`src/rtl/demux_pkg.sv`:
```
// ============================================================================
// demux_pkg : shared types and constants for the 1xN stream demultiplexer
// Revision  : 1.0  initial release
// ============================================================================
`default_nettype none

package demux_pkg;

   localparam int CNT_W = 16;

   typedef enum logic [1:0] {
      IDLE = 2'd0,
      PKT  = 2'd1,
      DROP = 2'd2
   } state_t;

endpackage

`default_nettype wire

```
`src/rtl/demux_sat_cnt.sv`:
```
// ============================================================================
// demux_sat_cnt : up-counter that sticks at all-ones
// Revision      : 1.0  initial release
// ============================================================================
`default_nettype none

module demux_sat_cnt
   import demux_pkg::*;
#(
   parameter int W = CNT_W
)(
   input  logic         clk,
   input  logic         rst_n,
   input  logic         inc,
   output logic [W-1:0] cnt
);

   logic [W-1:0] r_cnt;

   always_ff @(posedge clk or negedge rst_n) begin
      if (!rst_n) begin
         r_cnt <= '0;
      end else if (inc && (r_cnt != {W{1'b1}})) begin
         r_cnt <= r_cnt + 1'b1;
      end
   end

   assign cnt = r_cnt;

endmodule

`default_nettype wire

```
`src/rtl/demux_stream_1xn.sv`:
```
// ============================================================================
// demux_stream_1xn : packet-locked 1-to-N stream demux, one output register
//                    stage; optional statistics under DEMUX_STATS_EN
// Revision         : 1.0  initial release
// ============================================================================
`default_nettype none

module demux_stream_1xn
   import demux_pkg::*;
#(
   parameter  int DATA_W = 8,
   parameter  int N_CH   = 4,
   localparam int SEL_W  = (N_CH > 1) ? $clog2(N_CH) : 1
)(
   input  logic              clk,
   input  logic              rst_n,
   input  logic              s_valid,
   output logic              s_ready,
   input  logic [DATA_W-1:0] s_data,
   input  logic [SEL_W-1:0]  s_sel,
   input  logic              s_last,
   output logic [N_CH-1:0]   m_valid,
   input  logic [N_CH-1:0]   m_ready,
   output logic [DATA_W-1:0] m_data,
   output logic              m_last,
   output logic              sel_err
`ifdef DEMUX_STATS_EN
   ,
   output logic [N_CH*CNT_W-1:0] beat_cnt,
   output logic [CNT_W-1:0]      drop_cnt
`endif
);

   state_t              r_state;
   state_t              w_state_nxt;
   logic [SEL_W-1:0]    r_lock_ch;
   logic [SEL_W-1:0]    r_dst;
   logic [SEL_W-1:0]    w_dst;
   logic [DATA_W-1:0]   r_data;
   logic                r_full;
   logic                r_last;
   logic                r_sel_err;
   logic                r_rdy_en;
   logic                w_sel_bad;
   logic                w_out_ready;
   logic                w_acc;
   logic                w_drop;
   logic                w_push;

   assign w_sel_bad   = (32'(s_sel) >= 32'(N_CH));
   // Drain readiness follows the channel of the buffered beat, which for a
   // single-beat packet is not the locked channel.
   assign w_out_ready = m_ready[r_dst];
   assign s_ready     = r_rdy_en && ((r_state == DROP) || !r_full || w_out_ready);
   assign w_acc       = s_valid && s_ready;
   assign w_push      = w_acc && !w_drop;

   always_comb begin
      w_state_nxt = r_state;
      w_drop      = 1'b0;
      w_dst       = r_lock_ch;
      case (r_state)
         IDLE: begin
            w_dst  = s_sel;
            w_drop = w_sel_bad;
            if (w_acc && !s_last) begin
               w_state_nxt = w_sel_bad ? DROP : PKT;
            end
         end
         PKT: begin
            if (w_acc && s_last) w_state_nxt = IDLE;
         end
         DROP: begin
            w_drop = 1'b1;
            if (w_acc && s_last) w_state_nxt = IDLE;
         end
         default: w_state_nxt = IDLE;
      endcase
   end

   always_ff @(posedge clk or negedge rst_n) begin
      if (!rst_n) begin
         r_state <= IDLE;
      end else begin
         r_state <= w_state_nxt;
      end
   end

   always_ff @(posedge clk or negedge rst_n) begin
      if (!rst_n) begin
         r_lock_ch <= '0;
         r_dst     <= '0;
         r_data    <= '0;
         r_full    <= 1'b0;
         r_last    <= 1'b0;
         r_sel_err <= 1'b0;
         r_rdy_en  <= 1'b0;
      end else begin
         r_rdy_en  <= 1'b1;
         r_sel_err <= w_acc && (r_state == IDLE) && w_sel_bad;
         if ((r_state == IDLE) && w_acc && !s_last && !w_sel_bad) begin
            r_lock_ch <= s_sel;
         end
         if (w_push) begin
            r_full <= 1'b1;
            r_dst  <= w_dst;
            r_data <= s_data;
            r_last <= s_last;
         end else if (r_full && w_out_ready) begin
            r_full <= 1'b0;
         end
      end
   end

   generate
      for (genvar c = 0; c < N_CH; c++) begin : g_mvalid
         assign m_valid[c] = r_full && (r_dst == SEL_W'(c));
      end
   endgenerate

   assign m_data  = r_data;
   assign m_last  = r_last;
   assign sel_err = r_sel_err;

`ifdef DEMUX_STATS_EN
   generate
      for (genvar c = 0; c < N_CH; c++) begin : g_beat_cnt
         demux_sat_cnt #(.W(CNT_W)) u_beat_cnt (
            .clk   (clk),
            .rst_n (rst_n),
            .inc   (m_valid[c] && m_ready[c]),
            .cnt   (beat_cnt[c*CNT_W +: CNT_W])
         );
      end
   endgenerate

   demux_sat_cnt #(.W(CNT_W)) u_drop_cnt (
      .clk   (clk),
      .rst_n (rst_n),
      .inc   (w_acc && w_drop),
      .cnt   (drop_cnt)
   );
`else
   // Statistics disabled: no counters or count ports.
`endif

endmodule

`default_nettype wire

```
`config.mk`:
```
export PLATFORM = sky130hd
export DESIGN_NAME = demux_stream_1xn
export DESIGN_NICKNAME = d
export VERILOG_FILES = /design/src/rtl/demux_pkg.sv /design/src/rtl/demux_sat_cnt.sv /design/src/rtl/demux_stream_1xn.sv
export SDC_FILE = /design/constraint.sdc
export NUM_CORES = 1
export LEC_CHECK = 0
export ABC_CLOCK_PERIOD_IN_PS = 1670
export BUFFER_PORTS_ARGS = -buffer_cell sky130_fd_sc_hd__buf_2
export CORE_MARGIN = 4
export CORE_UTILIZATION = 40
export CTS_BUF_LIST = sky130_fd_sc_hd__clkbuf_16
export DETAILED_ROUTE_END_ITERATION = 6
export HOLD_SLACK_MARGIN = 0.1
export PLACE_DENSITY = 0.78
export SETUP_SLACK_MARGIN = 0.4
export SLEW_MARGIN = 10
export SYNTH_ARGS = -nofsm -noshare
export SYNTH_HDL_FRONTEND = slang
export SYNTH_SLANG_ARGS = --single-unit
```
`constraint.sdc`:
```
create_clock -name clk -period 1.67 [get_ports clk]
set_input_delay 0.334 -clock clk [delete_from_list [all_inputs] [get_ports clk]]
set_output_delay 0.334 -clock clk [all_outputs]
set_load 0.03 [all_outputs]
```
# == Yosys cells after proc, flatten, opt, wreduce, memory -nomap -nowiden ==
# Cells that the tools add are included.
# classes
n_eq_ne,7
muxes,9
n_lt_le_gt_ge,1
n_reduce_logical,22
# op_table
operator,n
1-bit logical AND,12
"2-bit equality test, second input constant",3
2-bit two-way mux,3
"2-bit by 1-bit equality test with 1-bit output, second input constant",2
2-bit logical NOT,2
1-bit two-way mux,4
2-bit case mux with 2 select lines,1
1-bit logical NOT,3
"2-bit by 3-bit < comparator with 1-bit output, second input constant",1
1-bit binary-select mux with 2-bit select,1
1-bit logical OR,2
"2-bit by 1-bit != test with 1-bit output, second input constant",1
"2-bit != test, second input constant",1
2-bit AND reduction,1
2-bit nonzero test,1
2-bit OR reduction,1
# totals
input_bits,18
reg_bits,17

# == Longest topological paths before layout ==
# Gate-level depths: netlist of the first run.
# depth
depth_word,8
mapped_depth,4
depth_no_buf,3

# == Worst setup path after synthesis of the first run ==
# No wires, ideal clock.
# synth_timing
path_type,register to register
from,register r_dst[1]
to,register r_data[0] (netlist: m_data[0])
setup_ns,0.125
path_slack_ns,0.083
required_ns,1.545
stages_incl_launch_ff,5
path_buffers,1
synth_period_minus_slack_ns,1.587
arrival_ns,1.462
cell_sequence,dfrtp_1 -> mux2i_1 -> a221oi_2 -> buf_6 -> mux2_2
# synth_via
elab_chain_len,6
# synth_lines
item,line_no,text
"start, declared",demux_stream_1xn.sv:37,logic [SEL_W-1:0] r_dst;
"start signal, assigned",demux_stream_1xn.sv:106,r_dst <= w_dst;
1-bit binary-select mux with 2-bit select,demux_stream_1xn.sv:53,assign w_out_ready = m_ready[r_dst];
1-bit two-way mux (implied by the code),demux_stream_1xn.sv:53,
1-bit logical OR,demux_stream_1xn.sv:54,assign s_ready = r_rdy_en && ((r_state == DROP) || !r_full || w_out_ready);
1-bit logical AND,demux_stream_1xn.sv:54,
1-bit logical AND,demux_stream_1xn.sv:55,assign w_acc = s_valid && s_ready;
1-bit logical AND,demux_stream_1xn.sv:56,assign w_push = w_acc && !w_drop;
"end signal, assigned",demux_stream_1xn.sv:107,r_data <= s_data;
"end, declared",demux_stream_1xn.sv:39,logic [DATA_W-1:0] r_data;
# No other way between the ends. The select of a mux whose other input is x is not followed.
# A chain may end at the register's enable or synchronous reset.

# == Worst setup path after layout of the first run ==
# layout_timing
from,register r_dst[1]
to,register r_data[6] (netlist: m_data[6])
# Same word-level chain as after synthesis.

==> summary.txt, run 1 <==
Yosys
  • Yosys cell types: 17
  • Syn Inst Count: 52
  • Post-Syn Area per Cell: 14.1 µm²
  • Sequential area share after synthesis: 0.548
  • Synth Register Bits: 16
  • Syn Std Cell Area: 731 µm²
  • Synth warnings: 0
  • Synth Net Count: 70

Clock network
  • Total CTS buffers: 3
  • Clock transition at the registers of the reported paths: 0.04 ns
  • Clk buf depth: 2
  • CTS Sinks: 16
  • CTS tree: done
  • Clock Tree Root: clkbuf_16
  • H-tree levels: 1
  • Clock Latency Late Sink: 0.24 ns

Critical path
  • Worst setup EP type: flip-flop
  • CP arrival: 1.88 ns
  • R2R Path Start: r_dst[1]
  • Setup crit start kind: flip-flop
  • Crit path kind: reg -> reg
  • Crit path launch: r_dst[1]
  • Crit Path Max Fanout: 6
  • Worst path required time: 1.79 ns

Hold path
  • Hold path start: s_last
  • Worst hold path type: in -> reg

Finish
  • P&R area growth vs syn: 62.3%
  • Commonest non-fill, non-tap cell in the layout: buf_2
  • Final instance count without filler cells: 119
  • Number of fill cells: 135
  • Most frequent cells in the layout: buf_2, dfrtp_1, mux2_4
  • Final #Nets: 113
  • Ant diodes: 0
  • Share of cells above drive strength 1: 0.745

Route
  • Met1 WL: 683 µm
  • ANT nets after route: 0
  • # DRC: 0
  • Routed length on met3: 110 µm
  • Via count: 597
  • DRT iter0 DRCs: 3
  • Router iterations before antenna repair: 3
  • Routed len/inst: 14.8 µm
  • Metal2 WL: 915 µm
  • Total Routed Length: 1760 µm
  • Via density: 5.02
  • Max layer used: met4

Floorplanning
  • Core footprint: 1730 µm²
  • Starting Density: 0.423
  • IO Pins: 33
  • Die Span X: 50.7 µm
  • # rows: 15
  • DIE HEIGHT: 50.7 µm
  • Die area: 2570 µm²

Global routing
  • Remaining global-route overflow: 0
  • Vias in the first global route: 589
  • Largest net degree at the start of global routing: 17
  • Global Route Usage Sum: 0.133
  • Antenna violations before repair: 0
  • Global-route wire length before repair: 2540 µm

Power
  • Peak supply drop: 1.23 mV
  • Switching pwr: 781 µW
  • Clock network fraction of total power: 0.207
  • Combinational share of power: 0.488
  • LEAKAGE: 0.000583 µW
  • Sequential power share: 0.305
  • Pwr/cell area: 1840 nW/µm²
  • Sw Ratio: 0.358
  • Internal power: 1400 µW

Timing
  • Hold Violations, Final: 0
  • Worst Skew: 0.00318 ns
  • Slew Viols, Final: 0
  • Max Clk Rate: 571 MHz
  • Worst Slack Setup Final: -0.0821 ns
  • Fin crit share: 1.05
  • RSZ-0062 raised after global routing: yes
  • Hold Slack: 0.312 ns
  • Fin Setup TNS: -0.758 ns
  • Min Tclk post-route: 1.75 ns
  • Final setup fails: 12

Outcome
  • Status: finished, violations left
  • Failing checks: negative setup slack

Placement
  • RD Place Congestion: 0.712
  • Detailed Place HPWL: 1090 µm
  • Port bufs: 31
  • Placed Instances: 108

Flow run
  • Maxcap violations: 0
final timing paths:
| kind | to | slack, ns | cells past startpoint |
|---|---|---|---|
| setup / recovery | m_data[6] | -0.08 | 5 |
| hold reg to reg | m_data[7] | 0.50 | 1 |
| max in group asynchronous | r_dst[0] | 0.86 | 2 |
| min in group asynchronous | m_data[5] | 0.53 | 2 |
| hold / removal | r_state[0] | 0.31 | 2 |
| setup reg to reg | m_data[6] | -0.08 | 5 |
power by group through the flow:
| stage | clock network, µW | logic [µW] | registers [µW] |
|---|---|---|---|
| floorplan | 0 | 379 | 814 |
| global route | 488 | 1130 | 681 |
| global placement | 0 | 756 | 634 |
| detailed placement | 0 | 773 | 644 |
| finish | 452 | 1070 | 665 |
| CTS | 465 | 923 | 655 |
layer usage:
| metal | up-vias | GRT usage |
|---|---|---|
| li1 | 264 | - |
| met1 | 297 | 0.146 |
| met2 | 31 | 0.237 |
| met3 | 5 | 0.0386 |
| met4 | 0 | 0.0583 |
| met5 | - | 0 |
registers in the layout, indices dropped and copies added, names as in the netlist:
name and count:
r_full 1, r_state 1, m_last 1, r_lock_ch 2, r_rdy_en 1, m_data 8
r_dst 2
critical path, cell delays in order (launching register included):
cell	delay, ns
dfrtp_1	0.41
mux2i_2	0.18
buf_4	0.16
a221oi_4	0.36
buf_6	0.19
mux2_2	0.33
synthesized netlist by cell type:
cell type  count  area, µm²
and3_2         1       7.51
buf_6          1       11.3
mux2_2        15        169
nand2_1        2       7.51
and2_2         1       7.51
dfrtp_1       16        400
conb_1         2       7.51
buf_4          1       7.51
a221oi_1       1       8.76
a22oi_1        1       7.51
and2_1         2       12.5
nand4bb_1      1       11.3
inv_1          1       3.75
mux2i_1        3       30.0
nor2b_1        1       6.26
and2b_2        2       17.5
a221oi_2       1       15.0
metrics by stage:
stage	total power (µW)	util	cell area, µm²	worst slack (ns)
2_1_floorplan	1190	-	732	0.104
3_3_place_gp	1390	0.530	915	0.105
3_5_place_dp	1420	0.530	915	0.0915
4_1_cts	2040	0.633	1090	0.000370
5_1_grt	2300	0.687	1190	-0.133
6_report	2180	0.687	1190	-0.0821
layout make-up:
| cell class | count | area [µm²] | share of cell area |
|---|---|---|---|
| multi-input combinational | 33 | 403 | 0.340 |
| clock buffer | 3 | 75.1 | 0.0633 |
| sequential | 16 | 402 | 0.339 |
| timing repair buffer | 40 | 268 | 0.226 |
| tap | 25 | 31.3 | 0.0264 |
| inverter | 1 | 3.75 | 0.00316 |
| clock inverter | 1 | 3.75 | 0.00316 |
logic make-up after synthesis:
group	synth area share
compound gates	0.0428
flops	0.548
buf+inv	0.0308
mux	0.272
other cells	0.0103
simple gates	0.0959
repair_timing:
| item | 4_1_cts | 5_1_grt |
|---|---|---|
| pin swaps | 2 | 3 |
| resized for setup | 20 | 17 |
| hold buffers | 1 | 0 |
| endpoints found under the hold margin | 16 | 0 |
| setup endpoints to repair | 19 | 19 |
| setup buffers | 3 | 2 |
| cloned | 0 | 1 |
Power figures use the tool's default switching activity.
==> run 2: changes to the inputs <==
Settings changed: ABC_CLOCK_PERIOD_IN_PS 1670 to 2100, CAP_MARGIN set to 20, CORE_UTILIZATION 40 to 48, PLACE_DENSITY 0.78 to 0.87.
Clock period 1.67 ns to 2.1 ns, I/O delays scaled along.
==> summary.txt, run 2 (synthesized netlist as in run 1, its figures left out) <==
Outcome
  • Status: complete, no violations

Finish
  • Share of cells above drive strength 1: 0.736 (-0.00842)
  • Commonest non-fill, non-tap cell in the layout: buf_2
  • P&R area growth vs syn: 49.5%
  • Number of fill cells: 82 (-39%)
  • Final #Nets: 110 (-2.7%)
  • Reg area: 402 µm² (unchanged)
  • Ant diodes: 0 (unchanged)
  • Max FFs per register: 8 (unchanged)
  • Multi-input logic area: 373 µm² (-7.5%)
  • Most frequent cells in the layout: buf_2, dfrtp_1, mux2_2

Global routing
  • Global Route Usage Sum: 0.158 (+0.0247)
  • Antenna violations before repair: 0 (unchanged)
  • Vias in the first global route: 566 (-3.9%)
  • Global-route wire length before repair: 2380 µm (-6.3%)
  • Remaining global-route overflow: 0 (unchanged)
  • Largest net degree at the start of global routing: 17 (unchanged)

Floorplanning
  • IO Pins: 33 (unchanged)
  • Die Span X: 47.0 µm (-7.3%)
  • Die area: 2210 µm² (-14%)
  • Core footprint: 1370 µm² (-21%)
  • Starting Density: 0.535 (+0.112)
  • # rows: 13 (-2)
  • DIE HEIGHT: 47.0 µm (-7.3%)

Route
  • DRT iter0 DRCs: 3 (unchanged)
  • Total Routed Length: 1480 µm (-16%)
  • # DRC: 0 (unchanged)
  • Via density: 5.09 (+1.5%)
  • Router iterations before antenna repair: 2 (-1)
  • Via count: 540 (-9.5%)
  • Routed len/inst: 14.0 µm (-5.5%)
  • ANT nets after route: 0 (unchanged)

Clock network
  • CTS tree: done
  • Clock Latency Late Sink: 0.24 ns (about the same)
  • Total CTS buffers: 3 (unchanged)
  • H-tree levels: 1 (unchanged)
  • CTS Sinks: 16 (unchanged)
  • Clock Tree Root: clkbuf_16
  • Clk buf depth: 2 (unchanged)
  • Clock transition at the registers of the reported paths: 0.05 ns (about the same)

Critical path
  • Worst setup EP type: output pin
  • Slack of the worst reg-to-reg path: 0.34 ns (+0.42 ns)
  • R2R Path Start: r_dst[1]
  • Crit path kind: reg -> out
  • Crit-path cells: mux2i_4 -> a22oi_2 -> and2_4 -> buf_6
  • Setup crit start kind: flip-flop
  • CP max stage cell: dfrtp_2
  • Worst path required time: 1.68 ns (-0.11 ns)
  • FF-to-FF path depth: 5 (unchanged)
  • R2r endpoint: r_dst[0]
  • CP peak stage delay: 0.46 ns (+0.05 ns)
  • Crit Path Max Fanout: 4 (-2)
  • CP arrival: 1.38 ns (-0.50 ns)

Power
  • Sw Ratio: 0.361 (+0.00332)
  • Switching pwr: 579 µW (-26%)
  • Pwr/cell area: 1470 nW/µm² (-20%)
  • Sequential power share: 0.328 (+0.023)
  • Peak supply drop: 1.04 mV (-16%)
  • LEAKAGE: 0.000534 µW (-8.5%)
  • Clock network fraction of total power: 0.222 (+0.015)
  • Combinational share of power: 0.450 (-0.038)
  • Total Power: 1600 µW (-27%)
  • Internal power: 1020 µW (-27%)

Placement
  • RD Place Congestion: 0.780 (+9.5%)
  • Detailed Place HPWL: 1040 µm (-4.9%)
  • Port bufs: 31 (unchanged)

Timing
  • Fin Setup TNS: 0 ns (+0.758 ns)
  • Hold Violations, Final: 0 (unchanged)
  • Final setup fails: 0 (-12)
  • Fin crit share: 0.859
  • Min Tclk post-route: 1.80 ns
  • RSZ-0062 raised after global routing: yes
  • Worst Skew: 0.00310 ns (-0.0000786 ns)
  • Max Clk Rate: 555 MHz
  • Slew Viols, Final: 0 (unchanged)

Hold path
  • Worst hold path depth: 2 (unchanged)
  • Hold endpoint: r_state[0]
  • Worst hold path type: in -> reg
  • Hold path start: s_last

Flow run
  • Maxcap violations: 0 (unchanged)
==> run 2: cell types whose count changed in the layout (fill, tap and decap cells not counted), sizes merged <==
| cell | delta |
|---|---|
| buf | -3 |
==> run 2: metrics by stage <==
| stage | setup slack [ns] | hold WS [ns] | cells | utilization | cell area, µm² |
|---|---|---|---|---|---|
| 3_3_place_gp | 0.445 | 0.340 | 98 | 0.659 | 901 |
| 6_report | 0.297 | 0.385 | 106 | 0.799 | 1090 |
| 4_1_cts | 0.309 | 0.378 | 105 | 0.775 | 1060 |
| 2_1_floorplan | 0.513 | 0.124 | 52 | - | 731 |
| 5_1_grt | 0.235 | 0.404 | 106 | 0.799 | 1090 |
| 3_5_place_dp | 0.389 | 0.347 | 98 | 0.659 | 901 |
==> run 2: cell type report <==
type                       count  area share
sequential                    16       0.368
multi-input combinational     33       0.341
timing repair buffer          37       0.198
clock buffer                   3      0.0687
tap                           15      0.0172
clock inverter                 1     0.00344
inverter                       1     0.00344
==> run 2: metal layers <==
layer / vias to the layer above / track usage / share of wire
met5: - / 0 / 0
met4: 0 / 0.0829 / 0.024
met3: 4 / 0.0498 / 0.082
met2: 29 / 0.255 / 0.47
met1: 249 / 0.188 / 0.42
li1: 258 / - / -
==> run 2: worst max-delay path by stage <==
stage	endpoint	slack [ns]	from	cells past startpoint
detailed placement	s_ready	0.39	r_dst[1]	4
CTS	s_ready	0.31	r_dst[1]	4
floorplan	m_data[0]	0.51	r_dst[1]	4
global route	s_ready	0.24	r_dst[1]	4
global placement	s_ready	0.45	m_ready[3]	5
finish	s_ready	0.30	r_dst[1]	4
==> run 2: power by group through the flow <==
stage	clock network [µW]	registers, µW	logic [µW]
floorplan	0	648	300
finish	357	525	721
global route	384	546	771
detailed placement	0	518	595
CTS	368	525	685
global placement	0	510	583
==> run 2: what timing repair did <==
action | in CTS | in global routing
hold buffers | 1 | 0
buffers inserted | 2 | 1
pin swaps | 2 | 1
hold endpoints to repair | 16 | 0
resized for setup | 11 | 7
setup endpoints to repair | 3 | 17
==> run 2: critical path: cells and delay by family (launching register included) <==
family | cells | cell delay [ns]
buffers and inverters | 1 | 0.12
AOI/OAI and AO/OA | 1 | 0.18
muxes | 1 | 0.21
and+or+nand+nor | 1 | 0.17
DFF | 1 | 0.46
